## config.mk

```make
export PLATFORM = sky130hd
export DESIGN_NAME = cell3_vector_driver_flat
export DESIGN_NICKNAME = d
export VERILOG_FILES = /design/src/rtl/cell3_vector_driver_pkg.sv /design/src/rtl/cell3_vector_driver_if.sv /design/src/rtl/cell3_vector_driver_settle_cnt.sv /design/src/rtl/cell3_vector_driver.sv /design/src/flat_wrapper.sv
export SDC_FILE = /design/constraint.sdc
export NUM_CORES = 1
export LEC_CHECK = 0
export CAP_MARGIN = 20
export CORE_UTILIZATION = 40
export DETAILED_ROUTE_END_ITERATION = 8
export DONT_BUFFER_PORTS = 1
export PLACE_DENSITY_LB_ADDON = 0.25
export SKIP_CTS_REPAIR_TIMING = 1
export SYNTH_ARGS = -nofsm -noshare
export SYNTH_HDL_FRONTEND = slang
export SYNTH_SLANG_ARGS = --single-unit
```

## constraint.sdc

```tcl
create_clock -name CLK -period 5.84 [get_ports CLK]
set_clock_uncertainty 0.05 [all_clocks]
set_input_delay 0.292 -clock CLK [delete_from_list [all_inputs] [get_ports CLK]]
set_output_delay 0.292 -clock CLK [all_outputs]
set_load 0.005 [all_outputs]
```

## src/rtl/cell3_vector_driver_pkg.sv

```systemverilog
// cell3_vector_driver_pkg
// Shared types and constants for the 3-input cell vector driver.
//   state_e  : run-sequencing FSM states
//   VEC_W    : width of a vector index ({A3,A2,A1})
//   NUM_VEC  : number of input vectors in one sweep
//   TT_*     : truth tables for common cells, bit i = ZN for vector i
package cell3_vector_driver_pkg;

  typedef enum logic [2:0] {
    IDLE   = 3'd0,
    DRIVE  = 3'd1,
    SETTLE = 3'd2,
    SAMPLE = 3'd3,
    FINISH = 3'd4
  } state_e;

  localparam int unsigned VEC_W   = 3;
  localparam int unsigned NUM_VEC = 8;

  localparam logic [7:0] TT_NAND3 = 8'h7F;
  localparam logic [7:0] TT_NOR3  = 8'h01;
  localparam logic [7:0] TT_AND3  = 8'h80;

endpackage

```

## src/rtl/cell3_vector_driver_if.sv

```systemverilog
// cell3_vector_driver_if
// Bundles the request, truth table, cell stimulus/response and result
// signals of the vector driver.
//   master : the driver (drives A1..A3 and results; receives START, TT, ZN)
//   slave  : the harness / cell side (drives START, TT, ZN)
// Parameter ERR_W must match the driver's ERR_W.
interface cell3_vector_driver_if #(
  parameter int unsigned ERR_W = 8
);

  logic             START;
  logic [7:0]       TT;
  logic             ZN;
  logic             A1;
  logic             A2;
  logic             A3;
  logic             BUSY;
  logic             DONE;
  logic             PASS;
  logic [ERR_W-1:0] ERR_CNT;
  logic             FAIL_VLD;
  logic [2:0]       FAIL_VEC;

  modport master (
    input  START, TT, ZN,
    output A1, A2, A3, BUSY, DONE, PASS, ERR_CNT, FAIL_VLD, FAIL_VEC
  );

  modport slave (
    output START, TT, ZN,
    input  A1, A2, A3, BUSY, DONE, PASS, ERR_CNT, FAIL_VLD, FAIL_VEC
  );

endinterface

```

## src/rtl/cell3_vector_driver_settle_cnt.sv

```systemverilog
// cell3_vector_driver_settle_cnt
// Settle-time counter. Cleared by load, counts up while en is high and
// flags the terminal count (SETTLE_CYC-1) so the caller knows this is the
// last settle cycle.
//   CLK, RST : clock, asynchronous active-high reset
//   load     : clear the count to 0
//   en       : advance the count by one
//   tc       : en is high and the count has reached SETTLE_CYC-1
module cell3_vector_driver_settle_cnt #(
  parameter int unsigned SETTLE_CYC = 2
) (
  input  logic CLK,
  input  logic RST,
  input  logic load,
  input  logic en,
  output logic tc
);

  localparam logic [7:0] TC_VAL = 8'(SETTLE_CYC - 1);

  logic [7:0] cnt_q;
  logic [7:0] cnt_d;

  always_comb begin
    cnt_d = cnt_q;
    if (load) begin
      cnt_d = 8'd0;
    end else if (en) begin
      cnt_d = cnt_q + 8'd1;
    end
  end

  always_ff @(posedge CLK or posedge RST) begin
    if (RST) begin
      cnt_q <= 8'd0;
    end else begin
      cnt_q <= cnt_d;
    end
  end

  assign tc = en && (cnt_q == TC_VAL);

endmodule

```

## src/rtl/cell3_vector_driver.sv

```systemverilog
// cell3_vector_driver
// Stimulus/response engine for a 3-input combinational cell. Each run
// applies all 8 input vectors LOOPS times, waits SETTLE_CYC cycles per
// vector, samples ZN and compares it with the truth table latched at START.
//   CLK, RST : clock, asynchronous active-high reset (aborts a run)
//   bus      : cell3_vector_driver_if master modport
//              START/TT in, ZN from the cell, A1..A3 to the cell,
//              BUSY/DONE/PASS/ERR_CNT/FAIL_VLD/FAIL_VEC results
// Build option: define CELL3_VECTOR_DRIVER_STOP_ON_FAIL_EN to end a run at
// the first mismatching sample instead of completing every sweep.
module cell3_vector_driver
  import cell3_vector_driver_pkg::*;
#(
  parameter int unsigned SETTLE_CYC = 2,
  parameter int unsigned LOOPS      = 1,
  parameter int unsigned ERR_W      = 8
) (
  input logic                  CLK,
  input logic                  RST,
  cell3_vector_driver_if.master bus
);

  localparam logic [ERR_W-1:0] ERR_MAX   = '1;
  localparam logic [3:0]       LOOP_LAST = 4'(LOOPS - 1);
  localparam logic [VEC_W-1:0] VEC_LAST  = VEC_W'(NUM_VEC - 1);

  state_e           state_q,    state_d;
  logic [7:0]       tt_q,       tt_d;
  logic [VEC_W-1:0] vec_q,      vec_d;
  logic [VEC_W-1:0] a_q,        a_d;
  logic [3:0]       loop_q,     loop_d;
  logic [ERR_W-1:0] err_cnt_q,  err_cnt_d;
  logic             fail_vld_q, fail_vld_d;
  logic [VEC_W-1:0] fail_vec_q, fail_vec_d;
  logic             pass_q,     pass_d;

  logic cnt_load;
  logic cnt_en;
  logic cnt_tc;
  logic mism;
  logic stop_now;

  cell3_vector_driver_settle_cnt #(
    .SETTLE_CYC(SETTLE_CYC)
  ) u_settle_cnt (
    .CLK  (CLK),
    .RST  (RST),
    .load (cnt_load),
    .en   (cnt_en),
    .tc   (cnt_tc)
  );

  assign mism = (bus.ZN != tt_q[vec_q]);

`ifdef CELL3_VECTOR_DRIVER_STOP_ON_FAIL_EN
  assign stop_now = mism;
`else
  assign stop_now = 1'b0;
`endif

  always_comb begin
    state_d    = state_q;
    tt_d       = tt_q;
    vec_d      = vec_q;
    a_d        = a_q;
    loop_d     = loop_q;
    err_cnt_d  = err_cnt_q;
    fail_vld_d = fail_vld_q;
    fail_vec_d = fail_vec_q;
    pass_d     = pass_q;
    cnt_load   = 1'b0;
    cnt_en     = 1'b0;

    case (state_q)
      IDLE: begin
        if (bus.START) begin
          tt_d       = bus.TT;
          err_cnt_d  = '0;
          fail_vld_d = 1'b0;
          fail_vec_d = '0;
          pass_d     = 1'b0;
          vec_d      = '0;
          loop_d     = 4'd0;
          state_d    = DRIVE;
        end
      end

      DRIVE: begin
        a_d      = vec_q;
        cnt_load = 1'b1;
        state_d  = SETTLE;
      end

      SETTLE: begin
        cnt_en = 1'b1;
        if (cnt_tc) begin
          state_d = SAMPLE;
        end
      end

      SAMPLE: begin
        if (mism) begin
          if (err_cnt_q != ERR_MAX) begin
            err_cnt_d = err_cnt_q + ERR_W'(1);
          end
          // Only the first mismatch of the run is recorded.
          if (!fail_vld_q) begin
            fail_vld_d = 1'b1;
            fail_vec_d = vec_q;
          end
        end
        if (stop_now) begin
          state_d = FINISH;
        end else if (vec_q != VEC_LAST) begin
          vec_d   = vec_q + VEC_W'(1);
          state_d = DRIVE;
        end else if (loop_q != LOOP_LAST) begin
          vec_d   = '0;
          loop_d  = loop_q + 4'd1;
          state_d = DRIVE;
        end else begin
          state_d = FINISH;
        end
      end

      FINISH: begin
        // err_cnt_q already includes the last sample's result here.
        pass_d  = (err_cnt_q == '0);
        a_d     = '0;
        state_d = IDLE;
      end

      default: begin
        state_d = IDLE;
      end
    endcase
  end

  always_ff @(posedge CLK or posedge RST) begin
    if (RST) begin
      state_q    <= IDLE;
      tt_q       <= 8'd0;
      vec_q      <= '0;
      a_q        <= '0;
      loop_q     <= 4'd0;
      err_cnt_q  <= '0;
      fail_vld_q <= 1'b0;
      fail_vec_q <= '0;
      pass_q     <= 1'b0;
    end else begin
      state_q    <= state_d;
      tt_q       <= tt_d;
      vec_q      <= vec_d;
      a_q        <= a_d;
      loop_q     <= loop_d;
      err_cnt_q  <= err_cnt_d;
      fail_vld_q <= fail_vld_d;
      fail_vec_q <= fail_vec_d;
      pass_q     <= pass_d;
    end
  end

  // BUSY covers DRIVE/SETTLE/SAMPLE only, so DONE lands on the first
  // cycle with BUSY low.
  assign bus.BUSY     = (state_q == DRIVE) || (state_q == SETTLE) || (state_q == SAMPLE);
  assign bus.DONE     = (state_q == FINISH);
  assign bus.A1       = a_q[0];
  assign bus.A2       = a_q[1];
  assign bus.A3       = a_q[2];
  assign bus.PASS     = pass_q;
  assign bus.ERR_CNT  = err_cnt_q;
  assign bus.FAIL_VLD = fail_vld_q;
  assign bus.FAIL_VEC = fail_vec_q;

endmodule
```

## src/flat_wrapper.sv

```systemverilog
// flat-port wrapper written by rule: the top's interface ports become plain ports
module cell3_vector_driver_flat import cell3_vector_driver_pkg::*;
#(
  parameter int unsigned SETTLE_CYC = 2,
  parameter int unsigned LOOPS      = 1,
  parameter int unsigned ERR_W      = 8
)
  (CLK, RST, bus_START, bus_TT, bus_ZN, bus_A1, bus_A2, bus_A3, bus_BUSY, bus_DONE, bus_PASS, bus_ERR_CNT, bus_FAIL_VLD, bus_FAIL_VEC);
  cell3_vector_driver_if #(.ERR_W(ERR_W)) bus_i ();
  input logic CLK;
  input logic RST;
  input wire logic [$bits(bus_i.START)-1:0] bus_START;
  input wire logic [$bits(bus_i.TT)-1:0] bus_TT;
  input wire logic [$bits(bus_i.ZN)-1:0] bus_ZN;
  output wire logic [$bits(bus_i.A1)-1:0] bus_A1;
  output wire logic [$bits(bus_i.A2)-1:0] bus_A2;
  output wire logic [$bits(bus_i.A3)-1:0] bus_A3;
  output wire logic [$bits(bus_i.BUSY)-1:0] bus_BUSY;
  output wire logic [$bits(bus_i.DONE)-1:0] bus_DONE;
  output wire logic [$bits(bus_i.PASS)-1:0] bus_PASS;
  output wire logic [$bits(bus_i.ERR_CNT)-1:0] bus_ERR_CNT;
  output wire logic [$bits(bus_i.FAIL_VLD)-1:0] bus_FAIL_VLD;
  output wire logic [$bits(bus_i.FAIL_VEC)-1:0] bus_FAIL_VEC;
  assign bus_i.START = bus_START;
  assign bus_i.TT = bus_TT;
  assign bus_i.ZN = bus_ZN;
  assign bus_A1 = bus_i.A1;
  assign bus_A2 = bus_i.A2;
  assign bus_A3 = bus_i.A3;
  assign bus_BUSY = bus_i.BUSY;
  assign bus_DONE = bus_i.DONE;
  assign bus_PASS = bus_i.PASS;
  assign bus_ERR_CNT = bus_i.ERR_CNT;
  assign bus_FAIL_VLD = bus_i.FAIL_VLD;
  assign bus_FAIL_VEC = bus_i.FAIL_VEC;
  cell3_vector_driver #(.SETTLE_CYC(SETTLE_CYC), .LOOPS(LOOPS), .ERR_W(ERR_W)) u_core (.CLK(CLK), .RST(RST), .bus(bus_i));
endmodule
```

* After elaboration in Yosys (flattened, before gate mapping)
Cells that the tools add are included.
** Operators by class
- Add/subtract/negate cells :: 4
- Magnitude comparators :: 1
- Equality and inequality tests :: 16
- Multiplexer cells :: 31
- Reductions and logical operators :: 18
** Operators by type and width (count)
- $mux 8 :: 5
- $mux 3 :: 9
- $pmux 3 s2 :: 3
- $add 8x1->8 const B :: 2
- $pmux 8 s2 :: 1
- $mux 4 :: 3
- $pmux 3 s4 :: 1
- $reduce_and 4->1 :: 3
- $eq 8x1->1 const B :: 1
- $logic_not 8->1 :: 1
- $ne 2x1->1 const B :: 4
- $ne 8x8->1 const B :: 1
- $pmux 4 s2 :: 1
- $reduce_bool 2->1 :: 4
- $eq 3x2->1 const B :: 2
- $ne 2x2->1 const B :: 3
- $reduce_and 2->1 :: 3
- $reduce_and 3->1 :: 2
- $mux 1 :: 5
- $add 4x1->4 const B :: 1
- $lt 3x4->1 const B :: 1
- $pmux 1 s2 :: 2
- $reduce_bool 4->1 :: 1
- $add 3x1->3 const B :: 1
- 9 further kinds :: 10
** Word-level totals
- Bits in registers :: 42
- Bits of input ports :: 12
- Output and inout port bits :: 18
- Word-level logic and storage cells :: 80

* Longest topological paths before layout
- Word-level depth :: 5
- Mapped depth :: 7
- Mapped depth without buffers :: 7

* Hierarchy
A second synthesis with hierarchy kept.
** Second synthesis, totals
- Cells, all modules :: 226
- Area, all modules :: 2173.3 um^2
** By module, submodules not included
- cell3_vector_driver :: instances 1, cells an instance 183, area each 1759.2 um^2, seq. area each 850.8 um^2
- cell3_vector_driver_settle_cnt :: instances 1, cells an instance 43, area each 414.1 um^2, seq. area each 200.2 um^2

* Worst setup path after synthesis
OpenSTA, ideal clock, no wires.
- Path type :: register -> register
- Start point :: reg u_core.vec_q[0]
- End point :: reg u_core.err_cnt_q[1] (netlist: u_core.bus.ERR_CNT[1])
- Library setup time :: 0.079 ns
- Arrival time :: 1.771 ns
- Required time :: 5.711 ns
- Setup slack :: 3.939 ns
- Stages on the path, launching flop included :: 7
- Buffers on the path :: 1
- Clock period less this slack :: 1.901 ns
- Path through :: dfrtp_1 -> buf_6 -> mux2i_1 -> mux4_2 -> xnor2_4 -> a21o_4 -> mux2i_1
** On the way
- Word-level cells in the longest chain between the ends :: 5
** Ends and longest elaborated chain
- start, declared :: line cell3_vector_driver.sv:29 : logic [VEC_W-1:0] vec_q, vec_d;
- start signal, assigned :: line cell3_vector_driver.sv:153 : vec_q <= vec_d;
- $bmux 1 s3 :: line cell3_vector_driver.sv:53 : assign mism = (bus.ZN != tt_q[vec_q]);
- $mux 1 (not written as such) :: line cell3_vector_driver.sv:53
- $ne 1x1->1 :: line cell3_vector_driver.sv:53
- $ne 2x1->1 (no line)
- $reduce_and 4->1 (no line)
- end signal, assigned :: line cell3_vector_driver.sv:156 : err_cnt_q <= err_cnt_d;
- end, declared :: line cell3_vector_driver.sv:32 : logic [ERR_W-1:0] err_cnt_q, err_cnt_d;
No other way between the ends. The select of a mux whose other input is x is not followed.
A chain may end at the register's enable or synchronous reset.

* Final worst setup path
Same ends and word-level chain as after synthesis.

==> results.md <==
- Status: finished, violations left
- Failing checks: hold timing
- Top-area cell type share of the netlist area: 0.490
- Vias: 1558
- Relative slew slack: 0.622
- Reg2Reg Depth: 5
- DR pass1 iterations: 4
- Synth cell count leaders: nand2_1, dfrtp_1, o21ai_0
- Async SR Flop Fraction: 1.00
- Post-Layout Cell Count: between 200 and 300
- Post-layout util: 0.454
- Worst Max-Slew Pin Slew: 0.565 ns
- Sequential share of the synthesized area: 0.490
- Int Pwr: 0.000482 W
- Critical Path RT: about 6.0 ns
- Clock network power share: 0.356
- Io pins: 30
- Dpl cells: around 290
- Top_reg_cell synth: dfrtp_1
- Vias in the first global route: 1422
- WL per Instance: 14.9 µm
- VDD IR max: between 0.1 and 0.15 mV
- Hold slack: -0.0435 ns
- DRT iter0 DRCs: 205
- Starting Density: 0.417
- Clk_lat worst skew: 0.30 ns
- Sw Ratio: 0.270
- Final GP Congestion: 0.822
- WP data arrival: 2.28 ns
- Initial antenna violation count: 0
- Count of flip-flops with a built-in enable after synthesis: 0
- R2r endpoint: u_core.bus.ERR_CNT[1]$_DFFE_PP0P_
- Number of max-slew violations in the final report: 0
- Die W: 75.2 µm
- Most common cell in the netlist: nand2_1
- Combinational fraction of design power: 0.107
- Global route overflow: 0
- Longest Clk Path Bufs: 2
- Worst R2R Setup Slack: 3.73 ns
- Post-DRT Antenna Nets: 0
- Layout cells sized above 1: 0.0804
- Tmin final: 2.11 ns
- Clock transition at path regs: about 0.090 ns
- Final setup margin: 3.73 ns
- Post-Syn Instances: 222
- Final setup vio count: 0
- Worst Path Class, Setup: register to register
- Synth Register Bits: between 40 and 50
- DIE AREA: 5660 µm²
- CP Capture Type: register
- Core Area: 5140 µm²
- Final hold violation count: 42
- P&R area growth vs syn: 8.75%
- Synthesized cell area: 2140 µm²
- Final-stage net count: 244
- Port Buffers: 0
- Detailed Place HPWL: 3100 µm
- CTS tree: built
- Crit path launch type: register
- CP max FO: 10
- RSZ-0062 raised after global routing: no
- Filler cells: 521
- Antenna cells: 0
- CTS Buf Count: 5
- Dpl ws: 3.75 ns
- Max_cap viols: 0
- Routed WL: 4370 µm
- H-tree depth: 2
- First-pass GRT wire length: 7170 µm
- DRC errors left: 0
- Clk sinks: 42
- Num rows: 26
- Mean area per synthesized cell: 9.66 µm²
- Reg-to-Reg Start: u_core.vec_q[0]$_DFFE_PP0P_
- P_sw: roughly 0.00018 W
- Max Clock Freq: roughly 0.47 GHz
- Synth area leaders: dfrtp_1, nand2_1, ha_1, mux2i_1, o21ai_0
- Final period utilization: 0.361
- Root buffer cell: clkbuf_8
- Vias per inst: approximately 5.3
- Syn. warnings: 0
- TNS Setup: 0 ns
- Hold crit path type: input pin to asynchronous set/reset pin
- Flop pwr share: 0.538
- Chip height: around 75 µm
- Yosys top cell by area: dfrtp_1
- PD cells: 283 nW/µm²
- Global Route Usage Sum: 0.175
- P_leak: 1.09 nW
- Yosys cell types: 37
- Pin count of the biggest net entering global routing: 43
- Post-Syn Nets: 242
[power by group through the flow]
stage | clock [W] | sequential, W | combinational [W]
6_report | 0.000235 | 0.000355 | 0.0000705
3_3_place_gp | 0 | 0.000362 | 0.0000694
3_5_place_dp | 0 | 0.000362 | 0.0000696
2_1_floorplan | 0 | 0.000349 | 0.0000576
4_1_cts | 0.000241 | 0.000355 | 0.0000702
5_1_grt | 0.000251 | 0.000360 | 0.0000818
[logic make-up after synthesis]
group	Yosys count	share of synthesized area
buffers and inverters	20	0.0385
DFF	42	0.490
xor gates and xnor gates	3	0.0210
muxes	12	0.0624
adders and majority gates	8	0.0467
and+or+nand+nor	94	0.209
AOI/OAI and AO/OA	43	0.132
[per-layer routing]
layer | GRT usage | wire (µm) | up-vias
li1 | - | - | 780
met1 | 0.238 | 2030 | 730
met2 | 0.266 | 2030 | 40
met3 | 0.0549 | 252 | 8
met4 | 0.0556 | 55 | 0
met5 | 0 | 0 | -
[worst max-delay path, stage by stage, from the launching register on]
cell and delay [ns]:
dfrtp_1 0.57, mux2i_1 0.13, mux4_2 0.54, xnor2_4 0.35, a21o_4 0.22, mux2i_1 0.18
[how the worst max path moves through the flow]
stage	start	end	slack (ns)	cells after the start
2_1_floorplan	u_core.vec_q[0]$_DFFE_PP0P_	u_core.bus.ERR_CNT[1]$_DFFE_PP0P_	3.94	6
3_3_place_gp	u_core.vec_q[0]$_DFFE_PP0P_	u_core.bus.ERR_CNT[1]$_DFFE_PP0P_	3.83	5
3_5_place_dp	u_core.vec_q[0]$_DFFE_PP0P_	u_core.bus.ERR_CNT[1]$_DFFE_PP0P_	3.75	5
4_1_cts	u_core.vec_q[0]$_DFFE_PP0P_	u_core.bus.ERR_CNT[1]$_DFFE_PP0P_	3.72	5
5_1_grt	u_core.vec_q[0]$_DFFE_PP0P_	u_core.bus.ERR_CNT[1]$_DFFE_PP0P_	3.58	5
6_report	u_core.vec_q[0]$_DFFE_PP0P_	u_core.bus.ERR_CNT[1]$_DFFE_PP0P_	3.73	5
[cells in the final DEF (no fill, tap or decap), types with 6 or more instances in the layout]
cell / count
a31oi_1: 8
clkbuf_8: 6
dfrtp_1: 42
ha_1: 8
inv_1: 13
mux2i_1: 10
nand2_1: 50
nand3_1: 7
nor2_1: 11
nor3_1: 6
o21ai_0: 15
[registers in the layout (all words and copies together) (netlist names), 3 cells and up]
register / count
u_core.a_q: 3
u_core.bus.ERR_CNT: 8
u_core.bus.FAIL_VEC: 3
u_core.loop_q: 4
u_core.state_q: 3
u_core.tt_q: 8
u_core.u_settle_cnt.cnt_q: 8
u_core.vec_q: 3
[final cells by class]
type,count,area (µm²),area share
clock inverters,1,30.0,0.0129
clock buffers,6,82.6,0.0354
inverters,13,48.8,0.0209
multi-input cells,160,1020,0.436
repair buffers,2,15.0,0.00644
flip-flops and latches,42,1050,0.451
well taps,70,87.6,0.0376
[stage by stage]
stage | total power (W) | area [µm²] | hold slack [ns]
floorplan | 0.000407 | 2140 | 0.347
global placement | 0.000431 | 2220 | 0.311
detailed placement | 0.000431 | 2220 | 0.309
CTS | 0.000667 | 2330 | -0.0149
global route | 0.000693 | 2330 | 0.0138
finish | 0.000661 | 2330 | -0.0435
Note: power is estimated with default switching activity, not from simulation.
